$ cat config.mk
export PLATFORM = sky130hd
export DESIGN_NAME = fetch_stage
export DESIGN_NICKNAME = d
export VERILOG_FILES = /design/src/rtl/fetch_stage_pkg.sv /design/src/rtl/fetch_stage_adder.sv /design/src/rtl/fetch_stage.sv
export SDC_FILE = /design/constraint.sdc
export NUM_CORES = 1
export LEC_CHECK = 0
export ABC_CLOCK_PERIOD_IN_PS = 7070
export BUFFER_PORTS_ARGS = -buffer_cell sky130_fd_sc_hd__buf_2
export CAP_MARGIN = 20
export CORE_UTILIZATION = 49
export DETAILED_ROUTE_END_ITERATION = 7
export PLACE_DENSITY = 0.82
export SLEW_MARGIN = 10
export SYNTH_ARGS = -nofsm -noshare
export SYNTH_HDL_FRONTEND = slang
export SYNTH_SLANG_ARGS = --single-unit
$ cat constraint.sdc
create_clock -name i_clock -period 7.07 [get_ports i_clock]
set_input_delay 1.414 -clock i_clock [delete_from_list [all_inputs] [get_ports i_clock]]
set_output_delay 1.414 -clock i_clock [all_outputs]
set_load 0.005 [all_outputs]
$ cat src/rtl/fetch_stage_pkg.sv
// fetch_stage_pkg: shared widths, IF/ID field positions and fetch FSM encoding
package fetch_stage_pkg;
  localparam int PC_WIDTH = 32;
  localparam int OP_MSB = 31;
  localparam int OP_LSB = 28;
  localparam int RD_MSB = 27;
  localparam int RD_LSB = 22;
  localparam int RS_MSB = 21;
  localparam int RS_LSB = 16;
  localparam int RT_MSB = 15;
  localparam int RT_LSB = 10;
  typedef enum logic {FETCH = 1'b0, HALTED = 1'b1} state_t;
endpackage

$ cat src/rtl/fetch_stage_adder.sv
// full_adder_32: 32-bit ripple-carry adder built from one-bit full adders
//   i_a, i_b : operands
//   i_cin    : carry into bit 0
//   o_sum    : i_a + i_b + i_cin, modulo 2^32
module full_adder_32
  import fetch_stage_pkg::*;
(
  input  logic [PC_WIDTH-1:0] i_a,
  input  logic [PC_WIDTH-1:0] i_b,
  input  logic                i_cin,
  output logic [PC_WIDTH-1:0] o_sum
);
  logic [PC_WIDTH:0] w_c;
  assign w_c[0] = i_cin;
  for (genvar i = 0; i < PC_WIDTH; i++) begin : g_bit
    assign o_sum[i]   = i_a[i] ^ i_b[i] ^ w_c[i];
    assign w_c[i+1]   = (i_a[i] & i_b[i]) | (w_c[i] & (i_a[i] ^ i_b[i]));
  end
endmodule

$ cat src/rtl/fetch_stage.sv
// fetch_stage: PC sequencing, IF/ID decode register, branch redirect and halt control
//   i_clock/i_reset        : clock, synchronous active-high reset
//   i_stall                : hold PC and IF/ID
//   i_branch_taken/_target : redirect PC, squash IF/ID, pulse o_flush_out
//   i_halt/i_resume        : enter/leave HALTED
//   o_imem_addr/i_imem_data: instruction memory port (same-cycle data)
//   o_*_id, o_pc_id, o_valid_id : IF/ID register
//   o_flush_out            : one-cycle pulse after a branch edge
//   o_issued_count         : number of instructions issued into IF/ID
module fetch_stage
  import fetch_stage_pkg::*;
#(
  parameter logic [PC_WIDTH-1:0] RESET_PC = 32'h0000_0000
) (
  input  logic                i_clock,
  input  logic                i_reset,
  input  logic                i_stall,
  input  logic                i_branch_taken,
  input  logic [PC_WIDTH-1:0] i_branch_target,
  input  logic                i_halt,
  input  logic                i_resume,
  output logic [PC_WIDTH-1:0] o_imem_addr,
  input  logic [PC_WIDTH-1:0] i_imem_data,
  output logic [3:0]          o_opcode_id,
  output logic [5:0]          o_rd_id,
  output logic [5:0]          o_rs_id,
  output logic [5:0]          o_rt_id,
  output logic [PC_WIDTH-1:0] o_pc_id,
  output logic                o_valid_id,
  output logic                o_flush_out,
  output logic [31:0]         o_issued_count
);
  state_t r_state, w_next_state;
  logic w_issue;
  logic [PC_WIDTH-1:0] r_pc, w_pc_inc;
  full_adder_32 u_inc (
    .i_a(r_pc),
    .i_b('0),
    .i_cin(1'b1),
    .o_sum(w_pc_inc)
  );
  always_ff @(posedge i_clock) r_state <= i_reset ? FETCH : w_next_state;
  // A branch redirects the PC but never changes the FSM state.
  always_comb
    w_next_state = i_branch_taken ? r_state :
                   r_state == FETCH ? (i_halt ? HALTED : FETCH) :
                   (i_resume && !i_halt) ? FETCH : HALTED;
  always_comb w_issue = r_state == FETCH && !i_branch_taken && !i_halt && !i_stall;
  always_ff @(posedge i_clock) begin
    if (i_reset) begin
      r_pc           <= RESET_PC;
      o_valid_id     <= 1'b0;
      o_flush_out    <= 1'b0;
      o_issued_count <= '0;
      o_opcode_id    <= '0;
      o_rd_id        <= '0;
      o_rs_id        <= '0;
      o_rt_id        <= '0;
      o_pc_id        <= '0;
    end else begin
      r_pc        <= i_branch_taken ? i_branch_target : w_issue ? w_pc_inc : r_pc;
      // valid is already 0 in HALTED, so halt only needs to clear it on entry.
      o_valid_id  <= w_issue | (o_valid_id & ~i_branch_taken & ~i_halt);
      o_flush_out <= i_branch_taken;
      if (w_issue) begin
        o_opcode_id    <= i_imem_data[OP_MSB:OP_LSB];
        o_rd_id        <= i_imem_data[RD_MSB:RD_LSB];
        o_rs_id        <= i_imem_data[RS_MSB:RS_LSB];
        o_rt_id        <= i_imem_data[RT_MSB:RT_LSB];
        o_pc_id        <= r_pc;
        o_issued_count <= o_issued_count + 32'd1;
      end
    end
  end
  assign o_imem_addr = r_pc;
endmodule

### Word level (Yosys, flattened, before mapping)

Index checks and enable logic that the tools add are counted.

* register bits: 121
* output and inout port bits: 120

* $add $sub $neg: 1
* multiplexer cells: 5
* bitwise operators: 68
* reductions and logical operators: 8

Operators by type and width (number)
* $mux 32: 2
* $add 32x1->32 const B: 1
* $and 1x1->1: 32
* $xor 1x1->1: 31
* $logic_and 1x1->1: 4
* $not 1->1: 4
* $logic_not 1->1: 3
* $mux 1: 3
* $reduce_bool 2->1: 1
* $or 1x1->1: 1

### Logic depth before layout (Yosys ltp)

* depth after elaboration: 33
* mapped depth: 33

### Cells and area by module

From an unflattened synthesis, not the netlist that was laid out.

* cells, all modules: 616
* area, all modules: 5417.7 µm²

Modules (own cells, without submodules)
* fetch_stage: times used 1, cells an instance 579, area each 4754.6 µm², sequential area each 2422.3 µm²
* full_adder_32: times used 1, cells an instance 37, area each 663.1 µm², sequential area each 0.0 µm²

### Least setup slack after synthesis

OpenSTA, ideal clock, no wires.

* kind: register -> register
* from: reg r_pc[0], in the netlist o_imem_addr[0]
* to: reg r_pc[30], in the netlist o_imem_addr[30]
* library setup time: 0.132 ns
* data arrival time: 5.799 ns
* required time: 6.938 ns
* slack: 1.139 ns
* cell stages (with the launch flop): 33
* path buffers: 0
* cells stage by stage: dfxtp_1 > ha_1 > ha_1 > ha_1 > ha_1 > ha_1 > ha_1 > ha_1 > ha_1 > ha_1 > ha_1 > ha_1 > ha_1 > ha_1 > ha_1 > ha_1 > ha_1 > ha_1 > ha_1 > ha_1 > ha_1 > ha_1 > ha_1 > ha_1 > ha_1 > ha_1 > ha_1 > ha_1 > ha_1 > ha_1 > ha_1 > a22oi_1 > a21oi_1

* word-level cells in the longest chain between the ends: 32

RTL lines
* from (decl): line fetch_stage.sv:35 `logic [PC_WIDTH-1:0] r_pc, w_pc_inc;`
* from (signal assigned): line fetch_stage.sv:61 `r_pc <= i_branch_taken ? i_branch_target : w_issue ? w_pc_inc : r_pc;`
* $and 1x1->1 (29 in a row): line fetch_stage_adder.sv:17 `assign w_c[i+1] = (i_a[i] & i_b[i]) | (w_c[i] & (i_a[i] ^ i_b[i]));`
* $xor 1x1->1: line fetch_stage_adder.sv:16 `assign o_sum[i] = i_a[i] ^ i_b[i] ^ w_c[i];`
* $mux 32 (2 in a row): line fetch_stage.sv:61

No other way between the ends. The select of a mux whose other input is x is not followed.
A chain may end at the register's enable or synchronous reset.

### Worst setup path after layout

Same ends and word-level chain as after synthesis.

==> results.md <==
Synthesis:
- Averaged over all synthesized cells, the footprint is 8.40 µm².
- The share of synthesized area in the top cell type comes to 0.477.
- The cell count after synthesis came out at 604.
- During synthesis, Yosys emitted a total of 0 warnings.
- Sorting the synthesized cells by how often they occur yields 152 x sky130_fd_sc_hd__nand2_1, 121 x sky130_fd_sc_hd__dfxtp_1, 108 x sky130_fd_sc_hd__a21oi_1.
- In the post-synthesis netlist, the biggest area contributors are sky130_fd_sc_hd__dfxtp_1 48%, sky130_fd_sc_hd__nand2_1 11%, sky130_fd_sc_hd__a21oi_1 11%.
- The most repeated cell in the gate-level netlist after synthesis is sky130_fd_sc_hd__nand2_1.
- The number of register bits inferred by synthesis is 121.
- The part of the Yosys area used for sequential elements is 0.477.
- Counting every net in the synthesized netlist gives 705.
- The proportion of register bits with asynchronous set or reset after synthesis is 0.
- The number of distinct library cell variants in the gate-level netlist after synthesis is 29.
- After synthesis the cells add up to 5070 µm².
- The synthesized design contains 0 enable-type register cells.
- sky130_fd_sc_hd__dfxtp_1 takes more of the synthesized area than any other cell.
- The dominant register cell in the synthesized netlist is sky130_fd_sc_hd__dfxtp_1.

Placed design:
- Including well taps, the total number of placed cells is 878.
- The area after detailed placement is 6040 µm².
- The weighted congestion reported at the end of routability-driven placement is 0.759.
- After legalization and detailed placement, the total HPWL measured 8910 µm.
- Input and output buffers added on the ports amount to approximately 180.

Power:
- The maximum vdd drop is about 0.17 mV.
- The power per cell area is 251 nW/µm².
- The total leakage power is 2.92 nW.

Floorplan:
- The die covers ~11,000 µm².
- For this configuration, the core starts out at a cell density of 0.512.
- The floorplan step defined a core boundary enclosing approximately 10000 µm².
- During I/O placement, the number of pins put on the boundary was 190.
- The floorplan has 36 rows.
- The horizontal extent of the die is 104 µm.
- In this run the vertical extent of the chip is 104 µm.

Setup path:
- The startpoint of the worst register-to-register path is o_imem_addr[0].
- The setup path with the least slack is of type flip-flop to flip-flop.
- The setup slack on the worst flop-to-flop path is 730 ps.
- The cell occurring most often along the worst timing path is sky130_fd_sc_hd__ha_1.
- The arrival time reported for the critical path endpoint is 6720 ps.
- The number of cells on the worst reg-to-reg path is 32.
- The end of the worst register-to-register path is o_imem_addr[30].
- The slowest library cell on the worst path is sky130_fd_sc_hd__dfxtp_1.
- The total buffers and inverters traversed by the critical path is 0.
- The maximum fanout along the worst path is 4.
- The required time at the endpoint of the critical path is 7450 ps.
- The sort of element at the end of the critical path is a flip-flop.
- The category of the worst setup path launch point is a flip-flop.
- The category of cells accounting for the largest share of critical-path delay is adder cells.
- The largest single stage delay on the critical path is 350 ps.

Routing:
- In this run the remaining antenna-violating nets after routing total 0.
- The total number of vias is around 5,000.
- Using the TritonRoute via totals, the vias-per-cell ratio works out to 5.52.
- In this run, the number of DRC markers left after iteration 0 of detailed routing was approximately 230.
- After detailed routing, the average wire length per cell comes to 14.8 µm.
- The first-pass iteration count of the detailed router is 4.
- Summed over all layers, the routed wires come to 13,500 µm.
- The final routed DRC violation total is 0.

Layout:
- Of the cells placed in the final design, the portion with a size suffix greater than 1 is 0.283.
- After routing the design area is 6610 µm².
- The final-stage net count is 865.
- The area added between synthesis and finish is 30.3%.
- The number of diodes added for antenna fixing is 0.
- The finished layout holds between 900 and 1,000 standard cells, fillers aside.
- The number of filler cells placed in the layout is 840.

Clocking:
- The clock latency reported for the late side of the worst-skew pair is 500 ps.
- The clock net in this run drives a total of 121 sinks.
- The clock passes through at most 2 buffers.
- After clock tree synthesis, the repair step resized 0 gates.
- TritonCTS built the clock tree.
- Counting the buffers created by CTS gives 17.
- The root buffer selected by CTS is sky130_fd_sc_hd__clkbuf_8.
- The H-tree level count is 4.
- After clock tree synthesis, the clock-pin slew on the worst setup and hold paths is approximately 60 ps.
- Once the clock tree was built, the setup fixing pass inserted 0 buffers.
- Buffers inserted to repair hold after CTS numbered 0.

Global routing:
- The number of global-route vias before repair is 4,818.
- The total global routing overflow is 0.
- Entering global routing, the biggest net connects between 70 and 80 pins.
- The global-route wire length before repair is 22,500 µm.
- Across every metal layer, demand over resource in global routing totals 0.256.
- The initial antenna violation count came to 1.

Min path:
- In this run the worst hold path is classified as flip-flop to flip-flop.
- The end of the worst hold path is o_pc_id[6].
- In this run the most critical hold path is launched from o_pc_id[6].
- The worst hold path was traced through 2 stages.

Run:
- The count of maximum capacitance violations is 0.

Timing:
- The hold violation total from the final report was 0.
- The final worst-path cycle share is 0.897.
- Setup violations remaining at the end of the flow were counted as 0.
- The largest clock skew in the final design is 11.2 ps.
- Adding up every negative setup slack in the final design gives 0 ps.
- The worst pin sits at a relative slew slack of 0.291.
- The clock period could shrink to 6340 ps.
- The transition time at the pin with the least slew margin is 1060 ps.
- The total count of max-transition violations in the final report was 0.
- For this run, the top clock speed supported by timing is 158 MHz.
- Setup repair after global routing left no endpoint under its margin.

Status:
- The flow ran to the end, and the final reports show no timing, DRC or antenna violations.
==> worst min-delay path, stage by stage, from the launching register on <==
cell,delay (ps)
sky130_fd_sc_hd__dfxtp_1,310
sky130_fd_sc_hd__nand2_1,50
sky130_fd_sc_hd__a21oi_1,50
==> worst max path at each step <==
stage | from | to | slack, ps | depth (start not counted)
after detailed placement | o_imem_addr[0] | o_imem_addr[30] | 750 | 32
after global routing | o_imem_addr[0] | o_imem_addr[30] | 460 | 32
after floorplan | o_imem_addr[0] | o_imem_addr[30] | 1140 | 32
after CTS | o_imem_addr[0] | o_imem_addr[30] | 690 | 32
after global placement | o_imem_addr[0] | o_imem_addr[30] | 790 | 32
final | o_imem_addr[0] | o_imem_addr[30] | 730 | 32
==> metal layers <==
| layer | GRT usage | up-vias | routed length (µm) |
|---|---|---|---|
| met2 | 0.438 | 177 | 6660 |
| li1 | - | 2453 | - |
| met1 | 0.301 | 2364 | 5690 |
| met5 | 0 | - | 13 |
| met4 | 0.0939 | 2 | 295 |
| met3 | 0.0793 | 28 | 856 |
==> area by class of cell <==
cell class,count,area (µm²),area share
Clock inverter,12,143,0.0216
Tap cell,133,166,0.0252
Clock buffer,20,435,0.0658
Inverter,5,18.8,0.00284
Sequential cell,121,2420,0.366
Timing Repair Buffer,183,948,0.143
Multi-Input combinational cell,436,2480,0.375
==> through the flow <==
stage	worst slack (ps)	utilization	hold slack (ps)	power, W
3_5_place_dp	752	0.609	443	0.000835
2_1_floorplan	1140	-	453	0.000784
3_3_place_gp	792	0.606	439	0.000828
4_1_cts	693	0.667	453	0.00167
5_1_grt	457	0.667	473	0.00172
6_report	728	0.667	450	0.00166
==> placed cells by master (no fill, tap or decap), types with 2 or more instances in the layout <==
cell type / synthesis / final
sky130_fd_sc_hd__nand3_1: 9 / 9
sky130_fd_sc_hd__nand2_1: 152 / 152
sky130_fd_sc_hd__o21ai_0: 8 / 8
sky130_fd_sc_hd__and4_1: 2 / 2
sky130_fd_sc_hd__xor2_1: 6 / 6
sky130_fd_sc_hd__inv_1: 5 / 5
sky130_fd_sc_hd__nand4_1: 12 / 12
sky130_fd_sc_hd__a22oi_1: 30 / 30
sky130_fd_sc_hd__nor2_1: 16 / 15
sky130_fd_sc_hd__and2_1: 3 / 3
sky130_fd_sc_hd__or3_1: 7 / 7
sky130_fd_sc_hd__dfxtp_1: 121 / 121
sky130_fd_sc_hd__bufinv_16: 0 / 2
sky130_fd_sc_hd__buf_4: 0 / 4
sky130_fd_sc_hd__nor2b_1: 2 / 2
sky130_fd_sc_hd__clkinv_4: 0 / 4
sky130_fd_sc_hd__inv_6: 0 / 2
sky130_fd_sc_hd__ha_1: 31 / 31
sky130_fd_sc_hd__clkbuf_8: 0 / 2
sky130_fd_sc_hd__a21oi_1: 108 / 108
sky130_fd_sc_hd__clkinvlp_4: 0 / 4
sky130_fd_sc_hd__mux2_2: 2 / 2
sky130_fd_sc_hd__xnor2_1: 4 / 4
sky130_fd_sc_hd__o31ai_1: 13 / 13
sky130_fd_sc_hd__buf_2: 0 / 178
sky130_fd_sc_hd__or2_2: 2 / 2
sky130_fd_sc_hd__and3_1: 4 / 4
sky130_fd_sc_hd__nor3_1: 3 / 3
sky130_fd_sc_hd__clkbuf_1: 36 / 2
sky130_fd_sc_hd__clkbuf_16: 0 / 16
sky130_fd_sc_hd__or4_1: 17 / 16
==> state kept, by name (all words and copies together), names as in the netlist <==
name,flops
o_pc_id,32
r_state,1
o_rt_id,6
o_rd_id,6
o_flush_out,1
o_valid_id,1
o_opcode_id,4
o_issued_count,32
o_rs_id,6
o_imem_addr,32
==> power breakdown <==
part | leakage (nW) | switching (W) | internal (W) | total [W]
Combinational | 1.67 | 0.0000592 | 0.0000452 | 0.000104
Clock | 0.268 | 0.000323 | 0.000515 | 0.000838
Sequential | 0.983 | 0.0000168 | 0.000701 | 0.000718
Total | 2.92 | 0.000399 | 0.00126 | 0.00166
==> logic make-up after synthesis <==
kind of cell / Yosys count / synth area share
xor+xnor: 10 / 0.0173
simple gates: 232 / 0.209
fa+ha+maj: 31 / 0.0764
mux: 3 / 0.00641
compound gates: 160 / 0.179
flops: 121 / 0.477
buf+inv: 47 / 0.0348
Power figures use the tool's default switching activity.
